### src/rtl/fetch_controller_if.sv
// Fetch controller bus bundle: instruction-memory port, redirect/halt
// control from the PC/branch logic, and the decode-side valid/ready port.
// master = fetch controller, slave = surrounding system (memory, branch, decode).
interface fetch_if;
  logic [15:0] imem_pc;
  logic [31:0] imem_instr;
  logic        redirect_valid;
  logic [15:0] redirect_pc;
  logic        halt_req;
  logic        halted;
  logic        out_valid;
  logic        out_ready;
  logic [31:0] out_instr;
  logic [15:0] out_pc;

  modport master (
    output imem_pc,
    input  imem_instr,
    input  redirect_valid,
    input  redirect_pc,
    input  halt_req,
    output halted,
    output out_valid,
    input  out_ready,
    output out_instr,
    output out_pc
  );

  modport slave (
    input  imem_pc,
    output imem_instr,
    output redirect_valid,
    output redirect_pc,
    output halt_req,
    input  halted,
    input  out_valid,
    output out_ready,
    input  out_instr,
    input  out_pc
  );
endinterface

### src/rtl/fetch_controller.sv
// Instruction fetch sequencer: issues word addresses to a registered
// instruction memory, buffers returned words in a small FIFO and hands
// them to decode over valid/ready. Redirects toggle an epoch bit so a word
// already in flight from the old path is dropped on return.
// Optional macro FETCH_CTRL_PERF_EN adds perf_fetched / perf_stall counters.
//
// state | meaning
// BOOT  | one idle cycle after reset, no fetch issued
// RUN   | issuing fetches whenever the FIFO has credit
// HALT  | no new fetches; in-flight word captured, FIFO still drains
module fetch_controller #(
  parameter logic [15:0] RESET_PC   = 16'h0000,
  parameter int          FIFO_DEPTH = 2
) (
  input  logic        clk,
  input  logic        rst_n,
  fetch_if.master     bus
`ifdef FETCH_CTRL_PERF_EN
  ,
  output logic [31:0] perf_fetched,
  output logic [31:0] perf_stall
`endif
);

  localparam int CW = $clog2(FIFO_DEPTH + 1);
  localparam int PW = (FIFO_DEPTH > 1) ? $clog2(FIFO_DEPTH) : 1;
  localparam logic [CW:0]   DEPTH_W = (CW + 1)'(FIFO_DEPTH);
  localparam logic [PW-1:0] LAST_P  = PW'(FIFO_DEPTH - 1);

  typedef enum logic [1:0] {ST_BOOT, ST_RUN, ST_HALT} state_t;

  state_t        state_q, state_d;
  logic [15:0]   fetch_pc_q, fetch_pc_d;
  logic          epoch_q, epoch_d;
  logic          inflight_q, inflight_d;
  logic [15:0]   inflight_pc_q, inflight_pc_d;
  logic          inflight_epoch_q, inflight_epoch_d;

  logic [CW-1:0] count_q;
  logic [PW-1:0] rd_ptr_q, wr_ptr_q;
  logic [31:0]   instr_mem_q [FIFO_DEPTH];
  logic [15:0]   pc_mem_q    [FIFO_DEPTH];

  logic          pop, push, issue;
  logic [CW:0]   credit;

  function automatic logic [PW-1:0] ptr_inc(input logic [PW-1:0] p);
    return (p == LAST_P) ? '0 : p + PW'(1);
  endfunction

  assign pop    = (count_q != '0) && bus.out_ready;
  assign push   = inflight_q && (inflight_epoch_q == epoch_q);
  // Words already owned (buffered + in flight) after this cycle's pop.
  assign credit = {1'b0, count_q} + {{CW{1'b0}}, inflight_q} - {{CW{1'b0}}, pop};

  assign bus.imem_pc   = fetch_pc_q;
  assign bus.halted    = (state_q == ST_HALT);
  assign bus.out_valid = (count_q != '0);
  assign bus.out_instr = instr_mem_q[rd_ptr_q];
  assign bus.out_pc    = pc_mem_q[rd_ptr_q];

  // Control state registers.
  always_ff @(posedge clk or negedge rst_n) begin
    if (!rst_n) begin
      state_q          <= ST_BOOT;
      fetch_pc_q       <= RESET_PC;
      epoch_q          <= 1'b0;
      inflight_q       <= 1'b0;
      inflight_pc_q    <= '0;
      inflight_epoch_q <= 1'b0;
    end else begin
      state_q          <= state_d;
      fetch_pc_q       <= fetch_pc_d;
      epoch_q          <= epoch_d;
      inflight_q       <= inflight_d;
      inflight_pc_q    <= inflight_pc_d;
      inflight_epoch_q <= inflight_epoch_d;
    end
  end

  // Next state, fetch issue and redirect handling.
  always_comb begin
    state_d          = state_q;
    issue            = 1'b0;
    fetch_pc_d       = fetch_pc_q;
    epoch_d          = epoch_q;
    inflight_d       = 1'b0;
    inflight_pc_d    = inflight_pc_q;
    inflight_epoch_d = inflight_epoch_q;

    case (state_q)
      ST_BOOT: state_d = ST_RUN;
      ST_RUN:  if (!bus.redirect_valid && bus.halt_req) state_d = ST_HALT;
      ST_HALT: if (bus.redirect_valid) state_d = ST_RUN;
      default: state_d = ST_BOOT;
    endcase

    if (state_q == ST_RUN && !bus.redirect_valid && credit < DEPTH_W)
      issue = 1'b1;

    if (issue) begin
      fetch_pc_d       = fetch_pc_q + 16'd4;
      inflight_d       = 1'b1;
      inflight_pc_d    = fetch_pc_q;
      inflight_epoch_d = epoch_q;
    end

    // Redirect wins: new path, new epoch, nothing in flight.
    if (bus.redirect_valid) begin
      fetch_pc_d = bus.redirect_pc & 16'hFFFC;
      epoch_d    = ~epoch_q;
    end
  end

  // Output FIFO: capture returning words, pop on handshake, flush on redirect.
  always_ff @(posedge clk or negedge rst_n) begin
    if (!rst_n) begin
      count_q  <= '0;
      rd_ptr_q <= '0;
      wr_ptr_q <= '0;
      for (int i = 0; i < FIFO_DEPTH; i++) begin
        instr_mem_q[i] <= '0;
        pc_mem_q[i]    <= '0;
      end
    end else begin
      if (push) begin
        instr_mem_q[wr_ptr_q] <= bus.imem_instr;
        pc_mem_q[wr_ptr_q]    <= inflight_pc_q;
      end
      if (bus.redirect_valid) begin
        count_q  <= '0;
        rd_ptr_q <= '0;
        wr_ptr_q <= '0;
      end else begin
        case ({push, pop})
          2'b10:   count_q <= count_q + CW'(1);
          2'b01:   count_q <= count_q - CW'(1);
          default: count_q <= count_q;
        endcase
        if (pop)  rd_ptr_q <= ptr_inc(rd_ptr_q);
        if (push) wr_ptr_q <= ptr_inc(wr_ptr_q);
      end
    end
  end

  // The issue credit rule guarantees a returning word always has a free slot.
  a_no_push_when_full: assert property (@(posedge clk) disable iff (!rst_n)
    push |-> ({1'b0, count_q} < DEPTH_W));

`ifdef FETCH_CTRL_PERF_EN
  // Delivered-word and decode-stall counters; free-running, survive redirects.
  always_ff @(posedge clk or negedge rst_n) begin
    if (!rst_n) begin
      perf_fetched <= '0;
      perf_stall   <= '0;
    end else begin
      if (pop) perf_fetched <= perf_fetched + 32'd1;
      if (bus.out_valid && !bus.out_ready) perf_stall <= perf_stall + 32'd1;
    end
  end
`endif

endmodule

### src/flat_wrapper.sv
// flat-port wrapper written by rule: the top's interface ports become plain ports
module fetch_controller_flat 
#(
  parameter logic [15:0] RESET_PC   = 16'h0000,
  parameter int          FIFO_DEPTH = 2
)
  (clk, rst_n, bus_imem_pc, bus_imem_instr, bus_redirect_valid, bus_redirect_pc, bus_halt_req, bus_halted, bus_out_valid, bus_out_ready, bus_out_instr, bus_out_pc);
  fetch_if bus_i ();
  input  logic clk;
  input  logic rst_n;
  output wire logic [$bits(bus_i.imem_pc)-1:0] bus_imem_pc;
  input wire logic [$bits(bus_i.imem_instr)-1:0] bus_imem_instr;
  input wire logic [$bits(bus_i.redirect_valid)-1:0] bus_redirect_valid;
  input wire logic [$bits(bus_i.redirect_pc)-1:0] bus_redirect_pc;
  input wire logic [$bits(bus_i.halt_req)-1:0] bus_halt_req;
  output wire logic [$bits(bus_i.halted)-1:0] bus_halted;
  output wire logic [$bits(bus_i.out_valid)-1:0] bus_out_valid;
  input wire logic [$bits(bus_i.out_ready)-1:0] bus_out_ready;
  output wire logic [$bits(bus_i.out_instr)-1:0] bus_out_instr;
  output wire logic [$bits(bus_i.out_pc)-1:0] bus_out_pc;
  assign bus_imem_pc = bus_i.imem_pc;
  assign bus_i.imem_instr = bus_imem_instr;
  assign bus_i.redirect_valid = bus_redirect_valid;
  assign bus_i.redirect_pc = bus_redirect_pc;
  assign bus_i.halt_req = bus_halt_req;
  assign bus_halted = bus_i.halted;
  assign bus_out_valid = bus_i.out_valid;
  assign bus_i.out_ready = bus_out_ready;
  assign bus_out_instr = bus_i.out_instr;
  assign bus_out_pc = bus_i.out_pc;
  fetch_controller #(.RESET_PC(RESET_PC), .FIFO_DEPTH(FIFO_DEPTH)) u_core (.clk(clk), .rst_n(rst_n), .bus(bus_i));
endmodule
### config.mk
export PLATFORM = sky130hd
export DESIGN_NAME = fetch_controller_flat
export DESIGN_NICKNAME = d
export VERILOG_FILES = /design/src/rtl/fetch_controller_if.sv /design/src/rtl/fetch_controller.sv /design/src/flat_wrapper.sv
export SDC_FILE = /design/constraint.sdc
export NUM_CORES = 1
export LEC_CHECK = 0
export BUFFER_PORTS_ARGS = -buffer_cell sky130_fd_sc_hd__buf_2
export CORE_MARGIN = 2
export CORE_UTILIZATION = 50
export DETAILED_ROUTE_END_ITERATION = 12
export GPL_ROUTABILITY_DRIVEN = 0
export PLACE_DENSITY = 0.88
export SLEW_MARGIN = 20
export SYNTH_ARGS = -nofsm -noshare
export SYNTH_HDL_FRONTEND = slang
export SYNTH_SLANG_ARGS = --single-unit
### constraint.sdc
create_clock -name clk -period 2.6 [get_ports clk]
set_input_delay 0.13 -clock clk [delete_from_list [all_inputs] [get_ports clk]]
set_output_delay 0.13 -clock clk [all_outputs]
set_load 0.05 [all_outputs]
# Yosys cells after proc, flatten, opt, wreduce, memory -nomap -nowiden
# Cells that the tools add are included.
# Widths: inputs -> output; s select.
totals:
  ff_bits: 137
  latchBits: 0
  ramBits: 0
  romBits: 0
  out_inout_bits: 66
  wordCells: 75
  n_memories: 0
op_classes:
  addsub: 7
  mul: 0
  div_mod_pow: 0
  order_cmp: 4
  eq_ne: 7
  shifts: 0
  n_mux: 27
  bitwise: 3
  reduce_logical: 14
op_table:
  columns: ["cell", "count"]
  rows:
  - ["$mux 32", 4]
  - ["$mux 16", 6]
  - ["$bwmux 64", 1]
  - ["$bwmux 32", 1]
  - ["$demux 32 s1", 1]
  - ["$add 16x3->16 const B", 1]
  - ["$demux 16 s1", 1]
  - ["$mux 1", 8]
  - ["$reduce_bool 2->1", 4]
  - ["$logic_and 1x1->1", 6]
  - ["$mux 2", 3]
  - ["$pmux 2 s3", 1]
  - ["$eq 2x1->1 const B", 2]
  - ["$eq 2x2->1 const B", 2]
  - ["$ge 2x2->1 const B", 2]
  - ["$not 1->2", 2]
  - ["$pmux 2 s2", 1]
  - ["$add 2x1->3", 1]
  - ["$lt 3x2->1 const B", 1]
  - ["$reduce_bool 3->1", 1]
  - ["$sub 3x1->3", 1]
  - ["$add 1x1->1 const B", 2]
  - ["$add 2x1->2 const B", 1]
  - ["$logic_not 2->1", 1]
  - ["8 further kinds", 8]

# Logic depth before layout (Yosys ltp)
depth:
  ltp_word: 8
  depth_mapped: 12
  ltp_nobuf: 10

# Worst setup path after synthesis
# No wires, ideal clock.
synth_timing:
  path_kind: "flip-flop to flip-flop"
  start: "register u_core.count_q[1]"
  end: "register u_core.fetch_pc_q[14], in the netlist u_core.bus.imem_pc[14]"
  setup_time_ps: 125
  arrival_time_ps: 2712
  setup_slack_ps: -236
  path_stages_with_launch: 12
  n_path_buf: 1
  period_less_slack_ps: 2836
  path_cell_list: "dfrtp_1 -> buf_4 -> o21ai_1 -> inv_1 -> ha_1 -> nand2b_1 -> fa_1 -> and4bb_2 -> nand2_2 -> clkinv_2 -> nand4_1 -> mux2_2"
synth_via:
  elab_chain_cells: 7
  elab_cells_between_ends: 8
  cone_classes: "add/sub (2); order compare (1); mux (1); reduce/logical (4)"
synth_lines:
  columns: ["item", "line", "source"]
  rows:
  - ["start: declaration", "fetch_controller.sv:39", "logic [CW-1:0] count_q;"]
  - ["start signal: assignment", "fetch_controller.sv:136", "2'b10: count_q <= count_q + CW'(1);"]
  - ["start signal: assignment", "fetch_controller.sv:137", "2'b01: count_q <= count_q - CW'(1);"]
  - ["start signal: assignment", "fetch_controller.sv:138", "default: count_q <= count_q;"]
  - ["parallel branches: the longest is 2 deep, another holds $add 2x1->3", null, null]
  - ["$sub 3x1->3 *", "fetch_controller.sv:54", "assign credit = {1'b0, count_q} + {{CW{1'b0}}, inflight_q} - {{CW{1'b0}}, pop};"]
  - ["$lt 3x2->1 *", "fetch_controller.sv:98", "if (state_q == ST_RUN && !bus.redirect_valid && credit < DEPTH_W)"]
  - ["$logic_and 1x1->1 *", "fetch_controller.sv:98", null]
  - ["$mux 1 *", "fetch_controller.sv:98", null]
  - ["$reduce_bool 2->1 (no line) *", null, null]
  - ["end signal: assignment", "fetch_controller.sv:73", "fetch_pc_q <= fetch_pc_d;"]
  - ["end: declaration", "fetch_controller.sv:33", "logic [15:0] fetch_pc_q, fetch_pc_d;"]
# Every way passes the cells marked *.
# A chain may end at the register's enable or synchronous reset.

# Worst setup path after layout
layout_timing:
  start: "register u_core.count_q[0]"
  end: "register u_core.fetch_pc_q[9], in the netlist u_core.bus.imem_pc[9]"
# The elaborated chain is that of the path after synthesis.

==> reports/metrics.json <==
{
  "p_clk_share_pct": 21.0,
  "worst_setup_path_start_kind": "register",
  "antennaDiodeCount": 0,
  "finalPower_uw": 10200,
  "timing.setup.critical_path_class": "reg -> reg",
  "mappedNetlistArea_mm2": 0.00590,
  "grt_pass1_wl_um": 21500,
  "drcViolationCount": 0,
  "clock_skew_ps": 6.96,
  "detailed_place_hpwl_um": 8060,
  "critPathMaxStageDelay_ps": 510,
  "insertion_delay_ps": 410,
  "grt_pass1_vias": 4482,
  "drt-vias-per-instance": 5.49,
  "synthFlopType": "dfrtp_1",
  "drive_gt1_share_pct": 48.5,
  "antenna_found_initial": 0,
  "yosys_register_bits": 129,
  "syn_inst": 449,
  "timing_hold_violations_final": 0,
  "final_slew_violations": 0,
  "post_synth.cell_area_avg_um2": 13.1,
  "cp.arrival_ps": 2930,
  "globalRoute.totalOverflow": 0,
  "core_area_mm2": 0.0115,
  "cts_tree": "built",
  "root_cell_of_the_clock_tree": "clkbuf_16",
  "cts_buffer_count": 17,
  "grt_use_total_pct": 21.5,
  "fp.dieArea_mm2": 0.0127,
  "run_status": "finished clean",
  "worst_ep_required_time_ps": 2940,
  "setup-tns-final_ps": 0,
  "path_cells": "o21ai_4 > inv_1 > ha_1 > nand2b_4 > fa_1 > and4bb_4 > nand4_1 > or3_1 > nand3_1",
  "worstMarginPinSlew_ps": 682,
  "net-switching-power_uw": 4180,
  "drt_wl_total_um": 13100,
  "max_cap_check_violation_count": 0,
  "post-route-period-util_pct": 99.4,
  "timing.critical_path.max_delay_family": "simple AND/OR/NAND/NOR gates",
  "setup_viol_count_final": 0,
  "critical_path_peak_fanout": 5,
  "crit_slowest_cell": "fa_1",
  "layout_common_cells": "mux2_2 (137), dfrtp_1 (128), buf_2 (111)",
  "synth.yosys.seq_area_share_pct": 54.7,
  "initial_core_util_pct": 51.5,
  "die_width_um": 113,
  "largest_net_degree_at_the_start_of_global_routing": 78,
  "drtPass1Iterations": 5,
  "vias": 4238,
  "i_o_pins": 119,
  "area_growth_from_synthesis_to_layout_pct": 29.6,
  "clk_pin_slew_ps": 50,
  "final_cell_count_no_fill": 772,
  "power_density_mw_per_mm2": 1330,
  "timing.hold.worst.class": "in -> reg",
  "dieHeight_um": 113,
  "wire_per_inst_um": 17.0,
  "cts_sinks": 129,
  "vdd_ir_drop_max_uv": 940,
  "swShare_pct": 41.2,
  "netlist-cell-type-count": 50,
  "fmaxAchievable_ghz": 0.387,
  "synth-async-reset-ratio_pct": 100,
  "placementRows": 39,
  "worst_hold_slack_ps": 42.0,
  "seq_power_share_pct": 34.1,
  "timing.slew.headroom_pct": 54.5,
  "power.internal_uw": 5970,
  "initialDrtViolationCount": 241,
  "antenna_violating_nets_post_route": 0,
  "synth-warning-count": 0,
  "final_period_minus_worst_setup_slack_ps": 2580,
  "synth_enable_flop_cells": 0,
  "final_net_count": 673,
  "cts.path.max_buffers": 2,
  "cts_htree_levels": 4,
  "share_comb_of_total_power_pct": 44.9,
  "critPathCaptureType": "register",
  "setup_repair_after_global_routing_missed_its_margin": "true",
  "layout.cells.most_common": "mux2_2",
  "place.port_buffers": 112,
  "dpl.cell_count": 693,
  "cp.buffers_inverters": 1,
  "p_leak_uw": 0.00359
}
==> stage by stage <==
stage / setup WS (ps) / instance area, um2 / util, %
5_1_grt: -94.4 / 7650 / 66.7
3_5_place_dp: -12.3 / 6620 / 57.8
6_report: 15.4 / 7650 / 66.7
3_3_place_gp: 72.4 / 6620 / 57.8
4_1_cts: 13.0 / 7600 / 66.3
2_1_floorplan: -58.6 / 5960 / -
==> kinds of logic after synthesis <==
| kind of cell | count (synthesis) | share of synthesized area [%] |
|---|---|---|
| xor gates and xnor gates | 9 | 1.65 |
| muxes | 141 | 26.9 |
| other | 1 | 0.0635 |
| DFF | 129 | 54.7 |
| AOI/OAI and AO/OA | 38 | 4.07 |
| buffers and inverters | 32 | 3.67 |
| adders and majority gates | 3 | 0.763 |
| and+or+nand+nor | 96 | 8.22 |
==> final timing paths <==
path,from,endpoint,slack (ps),depth (start not counted)
worst max-delay path,u_core.count_q[0]$_DFFE_PN0P_,u_core.bus.imem_pc[9]$_DFFE_PN0P_,20,9
worst min-delay path,bus_halt_req,u_core.state_q[0]$_DFFE_PN0P_,40,4
worst max register to register,u_core.count_q[0]$_DFFE_PN0P_,u_core.bus.imem_pc[9]$_DFFE_PN0P_,20,9
worst min register to register,u_core.instr_mem_q[52]$_DFFE_PN0P_,u_core.instr_mem_q[52]$_DFFE_PN0P_,480,1
max in group asynchronous,rst_n,u_core.rd_ptr_q$_DFFE_PN0P_,1430,3
min in group asynchronous,rst_n,u_core.instr_mem_q[5]$_DFFE_PN0P_,320,2
==> what timing repair did <==
item / in CTS / in global routing
gates resized for setup: 1 / 9
setup endpoints to repair: 3 / 10
endpoints found under the hold margin: 127 / 0
setup buffers: 0 / 4
hold buffers: 44 / 0
pin swaps: 0 / 3
==> worst min-delay path: cells and delay by family <==
kind                   cells  cell delay (ps)
AO/OA/AOI/OAI              2              100
AND/OR/NAND/NOR            1               80
buffers and inverters      1               90
==> synthesized netlist by cell type (all sizes together) (3+ instances only) <==
cell	count	area share, %
o311ai	4	0.59
inv	7	0.45
nand2b	3	0.32
nand3	6	0.51
nand2	54	3.6
nand4	5	0.53
mux2	140	27
a21oi	10	0.91
xnor2	5	1.1
xor2	4	0.59
and4	4	0.59
dfrtp	129	55
nor4	3	0.32
buf	15	2.1
clkbuf	9	1.1
nor2	7	0.57
nor2b	3	0.32
o21ai	15	1.3
==> power groups by stage <==
stage          clock network [uW]  logic [uW]  registers, uW
6_report                     2130        4560           3460
5_1_grt                      2290        4810           3580
4_1_cts                      2160        4510           3450
3_5_place_dp                    0        4420           3480
3_3_place_gp                    0        4310           3380
2_1_floorplan                   0        3460           3450
==> registers in the layout, indices dropped and copies added (netlist names) <==
name                     cells
u_core.inflight_pc_q        14
u_core.instr_mem_q          64
u_core.inflight_epoch_q      1
u_core.pc_mem_q             28
u_core.count_q               2
u_core.state_q               2
u_core.inflight_q            1
u_core.bus.imem_pc          14
u_core.epoch_q               1
u_core.wr_ptr_q              1
u_core.rd_ptr_q              1
==> final cells by class <==
type / instances / area [um2]
fillers: 810 / 3820
flip-flops and latches: 129 / 3230
multi-input cells: 291 / 2520
repair buffers: 170 / 1150
clock buffers: 24 / 472
well taps: 143 / 179
clock inverters: 7 / 60.1
inverters: 8 / 37.5
==> metal layers <==
layer / up-vias / wire length (um) / track usage (%) / part of all wire [%]
met2: 174 / 6770 / 37.6 / 52
met4: 0 / 265 / 8.70 / 2.0
li1: 1933 / - / - / -
met5: - / 0 / 0 / 0
met1: 2101 / 5200 / 25.1 / 40
met3: 30 / 907 / 5.89 / 6.9
(Power assumes the default switching activity.)
